$ cat src/rtl/seq_divider_pkg.sv
// Shared divider constants: FSM encodings, iteration count, divide-by-zero quotient.
package seq_divider_pkg;
  localparam int WIDTH = 32;
  localparam int CNT_W = 6;

  localparam logic [1:0] S_IDLE = 2'd0;
  localparam logic [1:0] S_CALC = 2'd1;
  localparam logic [1:0] S_DONE = 2'd2;

  localparam int              DIV_ITER   = 32;
  localparam logic [WIDTH-1:0] DIV_ZERO_Q = 32'hFFFF_FFFF;

  function automatic logic [WIDTH-1:0] neg_if(input logic [WIDTH-1:0] x, input logic en);
    return en ? (~x + 32'd1) : x;
  endfunction
endpackage

$ cat src/rtl/seq_divider_sub.sv
// 32-bit ripple-borrow subtractor: result = a - b, cout = borrow out (a < b).
module sub (
  input  logic [31:0] a,
  input  logic [31:0] b,
  output logic [31:0] result,
  output logic        cout
);
  always_comb begin
    logic bw;
    bw     = 1'b0;
    result = '0;
    for (int i = 0; i < 32; i++) begin
      result[i] = a[i] ^ b[i] ^ bw;
      bw        = (~a[i] & b[i]) | (~(a[i] ^ b[i]) & bw);
    end
    cout = bw;
  end
endmodule

$ cat src/rtl/seq_divider.sv
// Iterative 32-bit restoring divider (DIV/DIVU/REM/REMU), one quotient bit per cycle.
// Define SIGNED_DIV_EN to honour op_signed; otherwise every op is unsigned.
module seq_divider
  import seq_divider_pkg::*;
(
  input  logic             clk,
  input  logic             rst_n,
  input  logic             in_valid,
  output logic             in_ready,
  input  logic [WIDTH-1:0] dividend,
  input  logic [WIDTH-1:0] divisor,
  input  logic             op_signed,
  output logic             out_valid,
  input  logic             out_ready,
  output logic [WIDTH-1:0] quotient,
  output logic [WIDTH-1:0] remainder
);
  localparam logic [CNT_W-1:0] LAST_CNT = CNT_W'(DIV_ITER - 1);

  logic [1:0]       state;
  logic [WIDTH-1:0] q_work, r_work, d_work;
  logic [CNT_W-1:0] cnt;
  logic             neg_q, neg_r;

  logic [WIDTH-1:0] trial_a, diff, r_next, q_next;
  logic             borrow, ok;
  logic [WIDTH-1:0] abs_a, abs_b;
  logic             sgn_a, sgn_b, ovf;

  assign in_ready  = (state == S_IDLE);
  assign out_valid = (state == S_DONE);

  // R[31] set means the true 33-bit partial remainder already exceeds D.
  assign trial_a = {r_work[WIDTH-2:0], q_work[WIDTH-1]};
  assign ok      = r_work[WIDTH-1] | ~borrow;
  assign r_next  = ok ? diff : trial_a;
  assign q_next  = {q_work[WIDTH-2:0], ok};

  sub u_sub (
    .a      (trial_a),
    .b      (d_work),
    .result (diff),
    .cout   (borrow)
  );

`ifdef SIGNED_DIV_EN
  assign sgn_a = op_signed & dividend[WIDTH-1];
  assign sgn_b = op_signed & divisor[WIDTH-1];
  assign abs_a = neg_if(dividend, sgn_a);
  assign abs_b = neg_if(divisor, sgn_b);
  assign ovf   = op_signed && (dividend == 32'h8000_0000) && (divisor == 32'hFFFF_FFFF);
`else
  logic unused_op_signed;
  assign unused_op_signed = op_signed;
  assign sgn_a = 1'b0;
  assign sgn_b = 1'b0;
  assign abs_a = dividend;
  assign abs_b = divisor;
  assign ovf   = 1'b0;
`endif

  always_ff @(posedge clk) begin
    if (!rst_n) begin
      state     <= S_IDLE;
      q_work    <= '0;
      r_work    <= '0;
      d_work    <= '0;
      cnt       <= '0;
      neg_q     <= 1'b0;
      neg_r     <= 1'b0;
      quotient  <= '0;
      remainder <= '0;
    end else begin
      case (state)
        S_IDLE: if (in_valid) begin
          q_work <= abs_a;
          d_work <= abs_b;
          r_work <= '0;
          cnt    <= '0;
          neg_q  <= sgn_a ^ sgn_b;
          neg_r  <= sgn_a;
          if (divisor == '0) begin
            quotient  <= DIV_ZERO_Q;
            remainder <= dividend;
            state     <= S_DONE;
          end else if (ovf) begin
            quotient  <= 32'h8000_0000;
            remainder <= '0;
            state     <= S_DONE;
          end else begin
            state <= S_CALC;
          end
        end
        S_CALC: begin
          q_work <= q_next;
          r_work <= r_next;
          cnt    <= cnt + 1'b1;
          if (cnt == LAST_CNT) begin
`ifdef SIGNED_DIV_EN
            quotient  <= neg_if(q_next, neg_q);
            remainder <= neg_if(r_next, neg_r);
`else
            quotient  <= q_next;
            remainder <= r_next;
`endif
            state <= S_DONE;
          end
        end
        S_DONE: if (out_ready) state <= S_IDLE;
        default: state <= S_IDLE;
      endcase
    end
  end

`ifndef SIGNED_DIV_EN
  logic unused_signs;
  assign unused_signs = neg_q ^ neg_r;
`endif
endmodule

$ cat config.mk
export PLATFORM = sky130hd
export DESIGN_NAME = seq_divider
export DESIGN_NICKNAME = d
export VERILOG_FILES = /design/src/rtl/seq_divider_pkg.sv /design/src/rtl/seq_divider_sub.sv /design/src/rtl/seq_divider.sv
export SDC_FILE = /design/constraint.sdc
export NUM_CORES = 1
export LEC_CHECK = 0
export ABC_AREA = 1
export CORE_MARGIN = 5
export CORE_UTILIZATION = 25
export CTS_BUF_LIST = sky130_fd_sc_hd__clkbuf_16
export CTS_CLUSTER_SIZE = 8
export DETAILED_ROUTE_END_ITERATION = 12
export PLACE_DENSITY = 0.47
export SLEW_MARGIN = 10
export SYNTH_ARGS = -nofsm -noshare
export SYNTH_HDL_FRONTEND = slang
export SYNTH_SLANG_ARGS = --single-unit
$ cat constraint.sdc
create_clock -name clk -period 15.8 [get_ports clk]
set_clock_uncertainty 0.2 [all_clocks]
set_input_delay 3.95 -clock clk [delete_from_list [all_inputs] [get_ports clk]]
set_output_delay 3.95 -clock clk [all_outputs]
set_load 0.02 [all_outputs]
Word-level counts from Yosys, hierarchy flattened
Index checks and enable logic that the tools add are counted.
{"block": "totals", "reg_bits": 168, "output_inout_bits": 66, "wordCells": 264, "in_bits": 69}
{"block": "classes", "add_sub_neg": 1, "n_bitwise": 222, "n_eq_ne": 7, "reduce_logical": 7, "n_mux": 20}
{"operator": "$mux 32", "n": 9}
{"operator": "$pmux 32 s2", "n": 4}
{"operator": "$not 1->1", "n": 64}
{"operator": "$and 1x1->1", "n": 63}
{"operator": "$xor 1x1->1", "n": 63}
{"operator": "$logic_not 32->1", "n": 1}
{"operator": "$or 1x1->1", "n": 32}
{"operator": "$pmux 6 s2", "n": 1}
{"operator": "$mux 2", "n": 4}
{"operator": "$add 6x1->6 const B", "n": 1}
{"operator": "$eq 6x5->1 const B", "n": 1}
{"operator": "$mux 6", "n": 1}
{"operator": "$pmux 2 s3", "n": 1}
{"operator": "$ne 2x1->1 const B", "n": 2}
{"operator": "$ne 2x2->1 const B", "n": 2}
{"operator": "$reduce_and 2->1", "n": 2}
{"operator": "$reduce_and 4->1", "n": 1}
{"operator": "$reduce_and 3->1", "n": 1}
{"operator": "$eq 2x1->1 const B", "n": 1}
{"operator": "$eq 2x2->1 const B", "n": 1}
{"operator": "$logic_not 2->1", "n": 1}
{"operator": "$reduce_bool 2->1", "n": 1}

Depth between registers and ports, before layout
{"block": "logic_depth", "depth_word": 69, "mapped_depth": 43, "ltp_nobuf": 42}

Modules after synthesis
Synthesis repeated with hierarchy kept, for this count alone.
{"block": "hier_totals", "cells_unflattened": 1076, "hier_area_um2": 7961.4}
{"mod": "seq_divider", "area_per_inst_um2": 7080.5, "cells_per_inst": 978, "n_inst": 1, "seq_area_each_um2": 3363.2}
{"mod": "sub", "area_per_inst_um2": 880.8, "cells_per_inst": 98, "n_inst": 1, "seq_area_each_um2": 0.0}

Worst setup path after synthesis
No wires, ideal clock.
{"block": "synth_path", "path_kind": "reg2reg", "startpoint": "reg q_work[31]", "endpoint": "reg remainder[20]", "period_less_slack_ps": 13102, "slack_ps": 2698, "required_ps": 15536, "arrival_ps": 12838, "stages_incl_launch_ff": 44, "setup_time_ps": 64, "path_buffers": 2, "cell_sequence": "dfxtp_1 -> inv_1 -> ha_1 -> inv_1 -> fa_1 -> fa_1 -> fa_1 -> fa_1 -> fa_1 -> fa_1 -> fa_1 -> fa_1 -> fa_1 -> fa_1 -> fa_1 -> fa_1 -> fa_1 -> fa_1 -> [... 8 more ...] -> fa_1 -> fa_1 -> fa_1 -> fa_1 -> fa_1 -> fa_1 -> fa_1 -> inv_1 -> fa_1 -> fa_1 -> buf_2 -> buf_1 -> nand3_1 -> nand2_1 -> a21boi_0 -> nand3_1 -> nand2_1 -> nor2_1"}
{"block": "synth_via", "elab_chain_len": 69, "elab_cells_between_ends": 70, "classes_between": "mux: 3; bitwise: 67"}
{"item": "start: declaration", "line": "seq_divider.sv:21", "source": "logic [WIDTH-1:0] q_work, r_work, d_work;"}
{"item": "start signal: assignment", "line": "seq_divider.sv:76", "source": "q_work <= abs_a;"}
{"item": "start signal: assignment", "line": "seq_divider.sv:95", "source": "q_work <= q_next;"}
{"item": "$not 1->1 *", "line": "seq_divider_sub.sv:14", "source": "bw = (~a[i] & b[i]) | (~(a[i] ^ b[i]) & bw);"}
{"item": "$and 1x1->1 * (2 in series)", "line": "seq_divider_sub.sv:14"}
{"item": "$or 1x1->1 *", "line": "seq_divider_sub.sv:14"}
{"item": "$and 1x1->1 *", "line": "seq_divider_sub.sv:14"}
{"item": "$or 1x1->1 *", "line": "seq_divider_sub.sv:14"}
{"item": "$and 1x1->1 *", "line": "seq_divider_sub.sv:14"}
{"item": "$or 1x1->1 *", "line": "seq_divider_sub.sv:14"}
{"item": "$and 1x1->1 *", "line": "seq_divider_sub.sv:14"}
{"item": "[... 52 more ...]"}
{"item": "$or 1x1->1", "line": "seq_divider_sub.sv:14"}
{"item": "$and 1x1->1", "line": "seq_divider_sub.sv:14"}
{"item": "$or 1x1->1", "line": "seq_divider_sub.sv:14"}
{"item": "$not 1->1", "line": "seq_divider.sv:35", "source": "assign ok = r_work[WIDTH-1] | ~borrow;"}
{"item": "$or 1x1->1", "line": "seq_divider.sv:35"}
{"item": "$mux 32 *", "line": "seq_divider.sv:36", "source": "assign r_next = ok ? diff : trial_a;"}
{"item": "$mux 32 *", "line": "seq_divider.sv:98", "source": "if (cnt == LAST_CNT) begin"}
{"item": "$pmux 32 s2 *", "line": "seq_divider.sv:74", "source": "case (state)"}
{"item": "end signal: assignment", "line": "seq_divider.sv:84", "source": "remainder <= dividend;"}
{"item": "end signal: assignment", "line": "seq_divider.sv:104", "source": "remainder <= r_next;"}
{"item": "end: declaration", "line": "seq_divider.sv:16", "source": "output logic [WIDTH-1:0] remainder"}
Every way passes the cells marked *; elsewhere a longest branch is shown, timed or not. The select of a mux whose other input is x is not followed.
A chain may end at the register's enable or synchronous reset.

Worst setup path in the final report
{"block": "layout_path", "startpoint": "reg d_work[0]", "endpoint": "reg remainder[30]"}
{"block": "layout_via", "elab_chain_len": 68, "elab_cells_between_ends": 69, "classes_between": "mux: 3; bitwise: 66"}
{"item": "start: declaration", "line": "seq_divider.sv:21"}
{"item": "start signal: assignment", "line": "seq_divider.sv:77", "source": "d_work <= abs_b;"}
{"item": "$and 1x1->1 * (2 in series)", "line": "seq_divider_sub.sv:14"}
{"item": "$or 1x1->1 *", "line": "seq_divider_sub.sv:14"}
{"item": "$and 1x1->1 *", "line": "seq_divider_sub.sv:14"}
{"item": "$or 1x1->1 *", "line": "seq_divider_sub.sv:14"}
{"item": "$and 1x1->1 *", "line": "seq_divider_sub.sv:14"}
{"item": "$or 1x1->1 *", "line": "seq_divider_sub.sv:14"}
{"item": "$and 1x1->1 *", "line": "seq_divider_sub.sv:14"}
{"item": "$or 1x1->1 *", "line": "seq_divider_sub.sv:14"}
{"item": "[... 51 more ...]"}
{"item": "$or 1x1->1", "line": "seq_divider_sub.sv:14"}
{"item": "$and 1x1->1", "line": "seq_divider_sub.sv:14"}
{"item": "$or 1x1->1", "line": "seq_divider_sub.sv:14"}
{"item": "$not 1->1", "line": "seq_divider.sv:35"}
{"item": "$or 1x1->1", "line": "seq_divider.sv:35"}
{"item": "$mux 32 *", "line": "seq_divider.sv:36"}
{"item": "$mux 32 *", "line": "seq_divider.sv:98"}
{"item": "$pmux 32 s2 *", "line": "seq_divider.sv:74"}
Marked as above.

==> metrics.cfg <==
[pwr]
switching_share=0.3662
power.density_nw_per_um2=134.1
combPwrFrac=0.326
sequentialPowerShare=0.364
intPower_uw=885.9
pwr-share-clk=0.310
p_leak_uw=0.004040
vdd_ir_drop_max_uv=78.92
power.switching_uw=511.8

[clocking]
cts.repair.resized=0
cts_max_level=4
postCtsHoldBufs=0
clk_pin_slew_worst_paths_ns=0.07
cts_tree=built
cts_buffers=17
clkSinkCount=168
insertion_delay_ns=0.43
cts-root-buf=clkbuf_16
post_cts_buffers=0
cts_buffer_depth=2

[detailed_routing]
drt_iter0_drc=436
dr.pass1.iters=5
num_vias=7602
drc_errors=0
wl_per_cell_um=15.28
wirelength_mm=25.61
ant_nets=0
vias_per_cell=4.536

[placement]
hpwlAfterDp_mm=17.41
io_buffers=133
place_congestion=0.7754
dp.cells=1642

[synthesis]
synth_top_area_frac=0.4073
synth_top_area_cell=dfxtp_1
synth_warnings=0
synth.area.top_cells=dfxtp_1 (41%), nand2_1 (11%), a21oi_1 (9.7%)
syn_nets=1246
synth_area_um2=8257
synth_area_per_cell_um2=7.217
synth_cell_types=27
seq_area_frac_synth=0.4073
ys_ff_latch=168
syn_inst=1144

[floorplan]
pin_count=135
start_util=0.2538
num_rows=66
dieHeight_um=191.7
fp.dieW_um=191.7
dieArea_um2=36760
core-area_um2=32540

[sta]
final_max_slew_viol_count=0
tightest_slew_ns=1.108
setup_viol=0
timing.fmax_ghz=0.06880
relSlewSlack=0.2608
rsz0062_at_grt=no
fin_crit_sh=0.9199
finalCriticalPeriod_ns=14.53
hold_violations=0
fin_setup_tns_ns=0

[global_routing]
grt_overflow_total=0
grt_max_degree=97
antenna_found_initial=2
grt_pass1_vias=7108
grt_pass1_wl_mm=40.78
gr-usage-all-layers=0.1407

[critical_path]
worst_ep_arrival_time_ns=14.70
cp_slowest_cell=o21ai_0
critPathMaxStageDelay_ns=0.76
rrSetupSlack_ns=1.27
start_kind=flop
path_common_cell=fa_1
path_class=flop to flop
worst-path-max-fanout=20
critical_path_required_ns=15.97
cp_top_family=adder cells
cp_num_buf_inv=2
cp-end-kind=flop

[job]
cap_violations=0

[finish]
final_common_cell=nand2_1
utilization=0.3203
layout.cells.non_filler=1676
area_delta_synth_final_pct=26.23
final_nets=1321
mostFrequentLayoutCells=nand2_1 (246), dfxtp_1 (168), a21oi_1 (160)
drive_above_1_share=0.04302

[min_path]
hold_class=flop to flop

[outcome]
status=finished clean

[state kept, by name, indices dropped and copies added, names as in the netlist]
signal     cells
d_work        32
q_work        32
quotient      32
r_work        32
remainder     32
cnt            6
state          2
[routing by layer]
metal	wire, um	vias to the layer above	track usage
met1	12510	3561	0.2007
li1	-	3870	-
met2	11720	152	0.2152
met3	1052	19	0.02726
met4	333	0	0.04254
met5	0	-	0
[logic make-up (layout without fill, tap and decap cells)]
group / after synthesis / after routing / synth area share
AND/OR/NAND/NOR: 475 / 475 / 0.2332
AO/OA/AOI/OAI: 299 / 299 / 0.1932
flip-flops: 168 / 168 / 0.4073
buffers and inverters: 168 / 256 / 0.08698
adder cells (fa/ha/maj): 33 / 33 / 0.07819
XOR/XNOR: 1 / 1 / 0.001061
other: 0 / 2 / 0
[worst min-delay path: stages, from the launching register on]
cell and delay [ns]:
dfxtp_1 0.31, inv_1 0.06, a21oi_1 0.05
[cells in the mapped netlist, drive strengths merged]
| library cell | instances |
|---|---|
| dfxtp | 168 |
| xor2 | 1 |
| inv | 78 |
| nand2 | 247 |
| clkinv | 2 |
| buf | 44 |
| a211oi | 1 |
| a21boi | 31 |
| a21oi | 160 |
| nand3 | 96 |
| fa | 31 |
| ha | 2 |
| a31oi | 3 |
| a221oi | 2 |
| clkbuf | 44 |
| nand4 | 1 |
| nor2 | 131 |
| o21ai | 102 |
[power groups by stage]
stage / Sequential (uW) / Clock [uW] / Combinational (uW)
2_1_floorplan: 540 / 0 / 280
3_3_place_gp: 519 / 0 / 459
3_5_place_dp: 519 / 0 / 462
4_1_cts: 510 / 449 / 463
5_1_grt: 517 / 465 / 516
6_report: 509 / 433 / 455
[layout make-up]
class | instances | area (um2)
Tap cell | 442 | 553.0
Antenna cell | 2 | 5.005
Clock buffer | 17 | 425.4
Inverter | 80 | 300.3
Sequential cell | 168 | 3363
Fill cell | 3558 | 22110
Multi-Input combinational cell | 808 | 4187
Timing Repair Buffer | 144 | 1411
Clock inverter | 15 | 177.7
[worst paths after layout]
kind | startpoint | endpoint | cells past startpoint
worst min register to register | q_work[22] | q_work[22] | 2
worst min-delay path | q_work[22] | q_work[22] | 2
worst max register to register | d_work[0] | remainder[30] | 40
worst max-delay path | d_work[0] | remainder[30] | 40
[per-stage QoR]
step	total power [uW]	instance area [um2]	setup slack, ns	hold slack [ns]
after floorplan	819.6	8257	2.698	0.2394
after global placement	977.6	9814	1.276	0.2486
after detailed placement	981.3	9814	1.227	0.2564
after CTS	1423	10420	1.182	0.2663
after global routing	1498	10420	0.6560	0.2872
final	1398	10420	1.266	0.2647
(Power assumes the default switching activity.)
